## src/rtl/wb_bus_guard.sv

```systemverilog
// Registered Wishbone slice between the management master and the user-area
// peripherals, with a watchdog that force-completes cycles a peripheral never acks.
module wb_bus_guard #(
    parameter int unsigned TIMEOUT = 255,
    parameter logic [31:0] TO_DATA = 32'hDEADBEEF
) (
    input  logic        wb_clk_i,
    input  logic        wb_rst_i,
    input  logic        wbs_cyc_i,
    input  logic        wbs_stb_i,
    input  logic        wbs_we_i,
    input  logic [3:0]  wbs_sel_i,
    input  logic [31:0] wbs_adr_i,
    input  logic [31:0] wbs_dat_i,
    output logic        wbs_ack_o,
    output logic [31:0] wbs_dat_o,
    output logic        wbm_cyc_o,
    output logic        wbm_stb_o,
    output logic        wbm_we_o,
    output logic [3:0]  wbm_sel_o,
    output logic [31:0] wbm_adr_o,
    output logic [31:0] wbm_dat_o,
    input  logic        wbm_ack_i,
    input  logic [31:0] wbm_dat_i,
    input  logic        irq_clr_i,
    output logic        timeout_irq,
    output logic [7:0]  timeout_cnt
);

    typedef enum logic [1:0] {
        IDLE = 2'd0,
        REQ  = 2'd1,
        RESP = 2'd2
    } state_t;

    // Wait counter value seen in the last REQ cycle before a forced completion.
    localparam logic [15:0] WAIT_LAST = 16'(TIMEOUT - 32'd1);

    state_t      state_r;
    state_t      next_state_s;
    logic [15:0] wait_cnt_r;
    logic        take_s;
    logic        ack_s;
    logic        timeout_s;

    // Next-state decode; in REQ the priority is abort, then ack, then timeout.
    always_comb begin
        next_state_s = state_r;
        take_s       = 1'b0;
        ack_s        = 1'b0;
        timeout_s    = 1'b0;
        case (state_r)
            IDLE: begin
                if (wbs_cyc_i && wbs_stb_i) begin
                    take_s       = 1'b1;
                    next_state_s = REQ;
                end else begin
                    next_state_s = IDLE;
                end
            end
            REQ: begin
                if (!wbs_cyc_i) begin
                    next_state_s = IDLE;
                end else if (wbm_ack_i) begin
                    ack_s        = 1'b1;
                    next_state_s = RESP;
                end else if (wait_cnt_r == WAIT_LAST) begin
                    timeout_s    = 1'b1;
                    next_state_s = RESP;
                end else begin
                    next_state_s = REQ;
                end
            end
            RESP: begin
                next_state_s = IDLE;
            end
            default: begin
                next_state_s = IDLE;
            end
        endcase
    end

    // State register.
    always_ff @(posedge wb_clk_i or posedge wb_rst_i) begin
        if (wb_rst_i) begin
            state_r <= IDLE;
        end else begin
            state_r <= next_state_s;
        end
    end

    // Wait counter runs only while staying in REQ; any other path restarts it.
    always_ff @(posedge wb_clk_i or posedge wb_rst_i) begin
        if (wb_rst_i) begin
            wait_cnt_r <= 16'd0;
        end else if ((state_r == REQ) && (next_state_s == REQ)) begin
            wait_cnt_r <= wait_cnt_r + 16'd1;
        end else begin
            wait_cnt_r <= 16'd0;
        end
    end

    // Downstream request registers; address/data/select/we hold between captures.
    always_ff @(posedge wb_clk_i or posedge wb_rst_i) begin
        if (wb_rst_i) begin
            wbm_cyc_o <= 1'b0;
            wbm_stb_o <= 1'b0;
            wbm_we_o  <= 1'b0;
            wbm_sel_o <= 4'h0;
            wbm_adr_o <= 32'h0000_0000;
            wbm_dat_o <= 32'h0000_0000;
        end else begin
            wbm_cyc_o <= (next_state_s == REQ);
            wbm_stb_o <= (next_state_s == REQ);
            if (take_s) begin
                wbm_we_o  <= wbs_we_i;
                wbm_sel_o <= wbs_sel_i;
                wbm_adr_o <= wbs_adr_i;
                wbm_dat_o <= wbs_dat_i;
            end
        end
    end

    // Upstream response; ack is a single-cycle pulse in RESP, data holds otherwise.
    always_ff @(posedge wb_clk_i or posedge wb_rst_i) begin
        if (wb_rst_i) begin
            wbs_ack_o <= 1'b0;
            wbs_dat_o <= 32'h0000_0000;
        end else begin
            wbs_ack_o <= (next_state_s == RESP);
            if (ack_s) begin
                wbs_dat_o <= wbm_dat_i;
            end else if (timeout_s) begin
                wbs_dat_o <= TO_DATA;
            end
        end
    end

    // Sticky irq (a new timeout beats a simultaneous clear) and saturating count.
    always_ff @(posedge wb_clk_i or posedge wb_rst_i) begin
        if (wb_rst_i) begin
            timeout_irq <= 1'b0;
            timeout_cnt <= 8'd0;
        end else begin
            if (timeout_s) begin
                timeout_irq <= 1'b1;
            end else if (irq_clr_i) begin
                timeout_irq <= 1'b0;
            end
            if (timeout_s && (timeout_cnt != 8'hFF)) begin
                timeout_cnt <= timeout_cnt + 8'd1;
            end
        end
    end

endmodule

```

## config.mk

```make
export PLATFORM = sky130hd
export DESIGN_NAME = wb_bus_guard
export DESIGN_NICKNAME = d
export VERILOG_FILES = /design/src/rtl/wb_bus_guard.sv
export SDC_FILE = /design/constraint.sdc
export NUM_CORES = 1
export LEC_CHECK = 0
export CORE_MARGIN = 2
export CORE_UTILIZATION = 42
export CTS_BUF_LIST = sky130_fd_sc_hd__clkbuf_16
export DETAILED_ROUTE_END_ITERATION = 6
export PLACE_DENSITY = 0.9
export SLEW_MARGIN = 20
export SYNTH_ARGS = -nofsm -noshare
export SYNTH_HDL_FRONTEND = slang
export SYNTH_SLANG_ARGS = --single-unit
```

## constraint.sdc

```tcl
create_clock -name wb_clk_i -period 5.84 [get_ports wb_clk_i]
set_clock_uncertainty 0.15 [all_clocks]
set_input_delay 0.876 -clock wb_clk_i [delete_from_list [all_inputs] [get_ports wb_clk_i]]
set_output_delay 0.876 -clock wb_clk_i [all_outputs]
set_load 0.02 [all_outputs]
```

[Word-level counts from Yosys, hierarchy flattened]
Index checks and enable logic that the tools add are counted.
Storage, ports and cells
  word-level logic and storage cells: 43
  input port bits: 107
  flip-flop bits (word level): 130
  output and inout bits: 113
Operators by class
  eq/ne operators: 5
  muxes and demuxes: 19
  add/subtract/negate cells: 2
  reduce and logical (&&, ||, !) cells: 6
Operator list (number)
  32-bit two-way mux: 2
  16-bit by 1-bit adder with 16-bit output (second input constant): 1
  16-bit by 8-bit equality test with 1-bit output (second input constant): 1
  16-bit two-way mux: 1
  1-bit two-way mux: 12
  8-bit by 1-bit adder with 8-bit output (second input constant): 1
  8-bit != test (second input constant): 1
  2-bit two-way mux: 3
  2-bit by 1-bit equality test with 1-bit output (second input constant): 2
  2-bit case mux with 2 select lines: 1
  2-bit nonzero test: 2
  1-bit logical AND: 3
  2-bit equality test (second input constant): 1
  2-bit zero test: 1

[Longest topological paths before layout]
  depth after elaboration: 8
  gate-level depth with buffers: 8
  mapped depth without buffers: 7

[Worst setup path before layout]
OpenSTA, ideal clock, no wires.
  path type: input-to-reg
  start: in wbs_cyc_i
  end: reg wbm_adr_o[0]
  path buffers: 2
  cell stages on the path: 5
  setup slack: 3.623 ns
  required time: 5.565 ns
  library setup time: 0.125 ns
  arrival time: 1.942 ns
  cell sequence: nor2b_1 -> and3b_1 -> clkbuf_1 -> buf_2 -> mux2_2
On the way
  word-level cells in the longest chain between the ends: 3
RTL lines
  start, declared: line 9  | input logic wbs_cyc_i,
  1-bit logical AND: line 54  | if (wbs_cyc_i && wbs_stb_i) begin
  1-bit two-way mux: line 54
  1-bit two-way mux: line 52  | case (state_r)
  end signal, assigned: line 118  | wbm_adr_o <= wbs_adr_i;
  end, declared: line 21  | output logic [31:0] wbm_adr_o,
Every way passes these cells.
A chain may end at the register's enable or synchronous reset.

[Final worst setup path]
  start: in wbs_cyc_i
  end: reg wbm_dat_o[29]
On the way
  word-level cells in the longest chain between the ends: 3
RTL lines
  1-bit logical AND: line 54
  1-bit two-way mux: line 54
  1-bit two-way mux: line 52
  end signal, assigned: line 119  | wbm_dat_o <= wbs_dat_i;
  end, declared: line 22  | output logic [31:0] wbm_dat_o,
Every way passes these cells.

==> impl_metrics.toml <==
[worst_setup_path]
timing.rr.start = "state_r[1]$_DFF_PP0_"
path_class = "primary input to flip-flop"
crit_path_start_kind = "primary input"
arrival_ns = 3.27
required_ns = 5.97
endpoint_kind = "flip-flop"
worstPathMaxFanout = 42
critPathLaunch = "wbs_cyc_i"

[pwr]
clkPwrFrac = 0.352
p_switching_uw = 870
power_density_mw_per_mm2 = 390
p_total_mw = 3.12
p_int_mw = 2.25
leakagePower_nw = 3.32
p_sw_frac = 0.279
p_comb_frac = 0.275
vdd_drop_max_mv = 0.203
p_seq_frac = 0.373

[clocking]
post_cts_buffers = 0
path_clk_slew_ns = 0.06
cts_resized = 0
clk_path_buf_depth = 2
root_buffer = "clkbuf_16"
cts_tree = "yes"
cts_hold_buf = 0
numClockSinks = 130
clock_latency_ns = 0.40
cts-buffers-inserted = 17
h-tree-depth = 4

[detailed_routing]
route.antenna.remaining_nets = 0
num_vias = 3748
firstDrtPassIters = 4
drt-initial-drc-count = 258
routedWlPerCell_um = 17.7
drc = 0
routed_wl_um = 13000
via_per_inst = 5.11

[sta]
rsz0062_at_grt = "no"
min_period_ns = 3.14
slew_headroom = 0.368
whs_ns = 0.336
setup_viol = 0
tightest_slew_ns = 0.948
maxSlewViolCount = 0
timing.setup.tns_ns = 0
hold_violations = 0
period_share = 0.537
fmax_ghz = 0.319

[place]
place.gp.congestion = 0.795
place_hpwl_um = 9180
place_inst = 702
io_buffers = 219

[floorplan]
start_util = 0.428
row_count = 40
die_area_mm2 = 0.0130
ios = 220
die_h_um = 114
core_mm2 = 0.0119
fp.dieW_um = 114

[synthesis]
synthArstFlopShare = 1.00
synth_seq_cells = 130
post-synth-top-count-cell = "dfrtp_1"
synth_area_leaders = "dfrtp_1, mux2_2, o22a_1, xor2_1, a22o_1"
yosysTopAreaCell = "dfrtp_1"
yosys_most_used_dff = "dfrtp_1"
yosysWarnings = 0
synthDominantCellAreaShare = 0.639
netlist_area_mm2 = 0.00509
netlist_top_cells_count = "dfrtp_1, mux2_2, o22a_1"
synth_edf_count = 0
synth.avg_cell_area_um2 = 14.5
synth_nets = 461
yosysSeqAreaShare = 0.639
syn_inst = 351
synth_cell_types = 37

[final_layout]
final_cells = 733
drive_gt1_frac = 0.189
syn_to_final_growth_pct = 57.1
diodes = 0
nNetsFinal = 684

[global_routing]
grt_pass1_vias = 3999
grt_overflow = 0
grt_start_max_net_pins = 69
grt_pass1_wl_um = 20300
antenna_found_initial = 0
grt_use_total = 0.201

[hold_path]
min_path_type = "flip-flop to flip-flop"
hp-start = "wbs_dat_o[18]$_DFFE_PP0P_"

[run]
drv_cap = 0

[outcome]
outcome = "completed"
## kinds of logic (layout without fill, tap and decap cells)
| kind of cell | count (synthesis) | count (layout) | synth area share |
|---|---|---|---|
| multiplexers | 71 | 71 | 0.157 |
| buffers and inverters | 22 | 257 | 0.0238 |
| adder cells (fa/ha/maj) | 3 | 3 | 0.00737 |
| flip-flops | 130 | 130 | 0.639 |
| XOR/XNOR | 16 | 16 | 0.0275 |
| AND/OR/NAND/NOR | 65 | 65 | 0.0744 |
| AO/OA/AOI/OAI | 44 | 44 | 0.0712 |
## layout make-up
cell class                      instances  area (µm²)
Inverter                                5        23.8
Clock inverter                         14         190
Sequential cell                       130        3250
Fill cell                             855        3910
Clock buffer                           17         425
Timing Repair Buffer                  221        2210
Tap cell                              147         184
Multi-Input combinational cell        199        1720
## sequential cells by signal, summed over array words and instances, names as in the netlist
register,flops
state_r,2
wbm_stb_o,1
timeout_cnt,8
wait_cnt_r,16
wbm_we_o,1
wbs_ack_o,1
wbm_sel_o,4
wbm_dat_o,32
wbs_dat_o,32
timeout_irq,1
wbm_adr_o,32
## routing by layer
layer	part of all wire	wire (µm)	GRT usage
met2	0.51	6690	0.358
met1	0.40	5220	0.237
met5	0	0	0
met4	0.014	185	0.0602
met3	0.069	902	0.0566
## worst paths after layout
check / to / slack [ns] / depth (start not counted)
max: wbm_dat_o[29]$_DFFE_PP0P_ / 2.70 / 5
min: wbs_dat_o[18]$_DFFE_PP0P_ / 0.34 / 1
max reg2reg: wbm_dat_o[29]$_DFFE_PP0P_ / 3.26 / 4
min reg2reg: wbs_dat_o[18]$_DFFE_PP0P_ / 0.34 / 1
max in group asynchronous: wbs_dat_o[25]$_DFFE_PP0P_ / 3.42 / 3
min in group asynchronous: wbm_we_o$_DFFE_PP0P_ / 0.84 / 2
## power groups by stage
stage          Clock [mW]  Sequential, mW  Combinational [mW]
3_5_place_dp            0            1.18               0.866
3_3_place_gp            0            1.17               0.846
2_1_floorplan           0            1.38               0.181
4_1_cts              1.12            1.17               0.871
6_report             1.10            1.16               0.860
5_1_grt              1.16            1.19               0.907
## critical path, stage by stage
cell             delay, ns
clkdlybuf4s50_1       0.46
nor2b_1               0.17
and3b_2               0.85
buf_4                 0.50
mux2_2                0.39
## per-stage QoR
step                cell area (µm²)  utilization  setup WS, ns
finish                         8000        0.672          2.70
global route                   8000        0.672          2.54
CTS                            8000        0.672          2.67
detailed placement             7390        0.620          2.26
global placement               7390        0.620          2.34
floorplan                      5090            -          1.34
## cell usage in the layout (no fill, tap or decap), types with 2 or more instances in the layout
cell type,n
a21oi_1,3
a22o_1,8
and2_1,2
and3_1,2
and4_1,5
buf_4,2
bufinv_16,4
clkbuf_16,17
clkdlybuf4s50_1,219
clkinv_4,3
clkinvlp_4,3
dfrtp_1,130
ha_1,3
inv_1,4
inv_4,2
mux2_2,71
nand2_1,8
nand2b_1,3
nand3_1,9
nand4_1,7
nor2_1,13
nor3_1,5
o21ai_0,5
o22a_1,24
or3_1,4
xnor2_1,3
xor2_1,13
(Power assumes the default switching activity.)
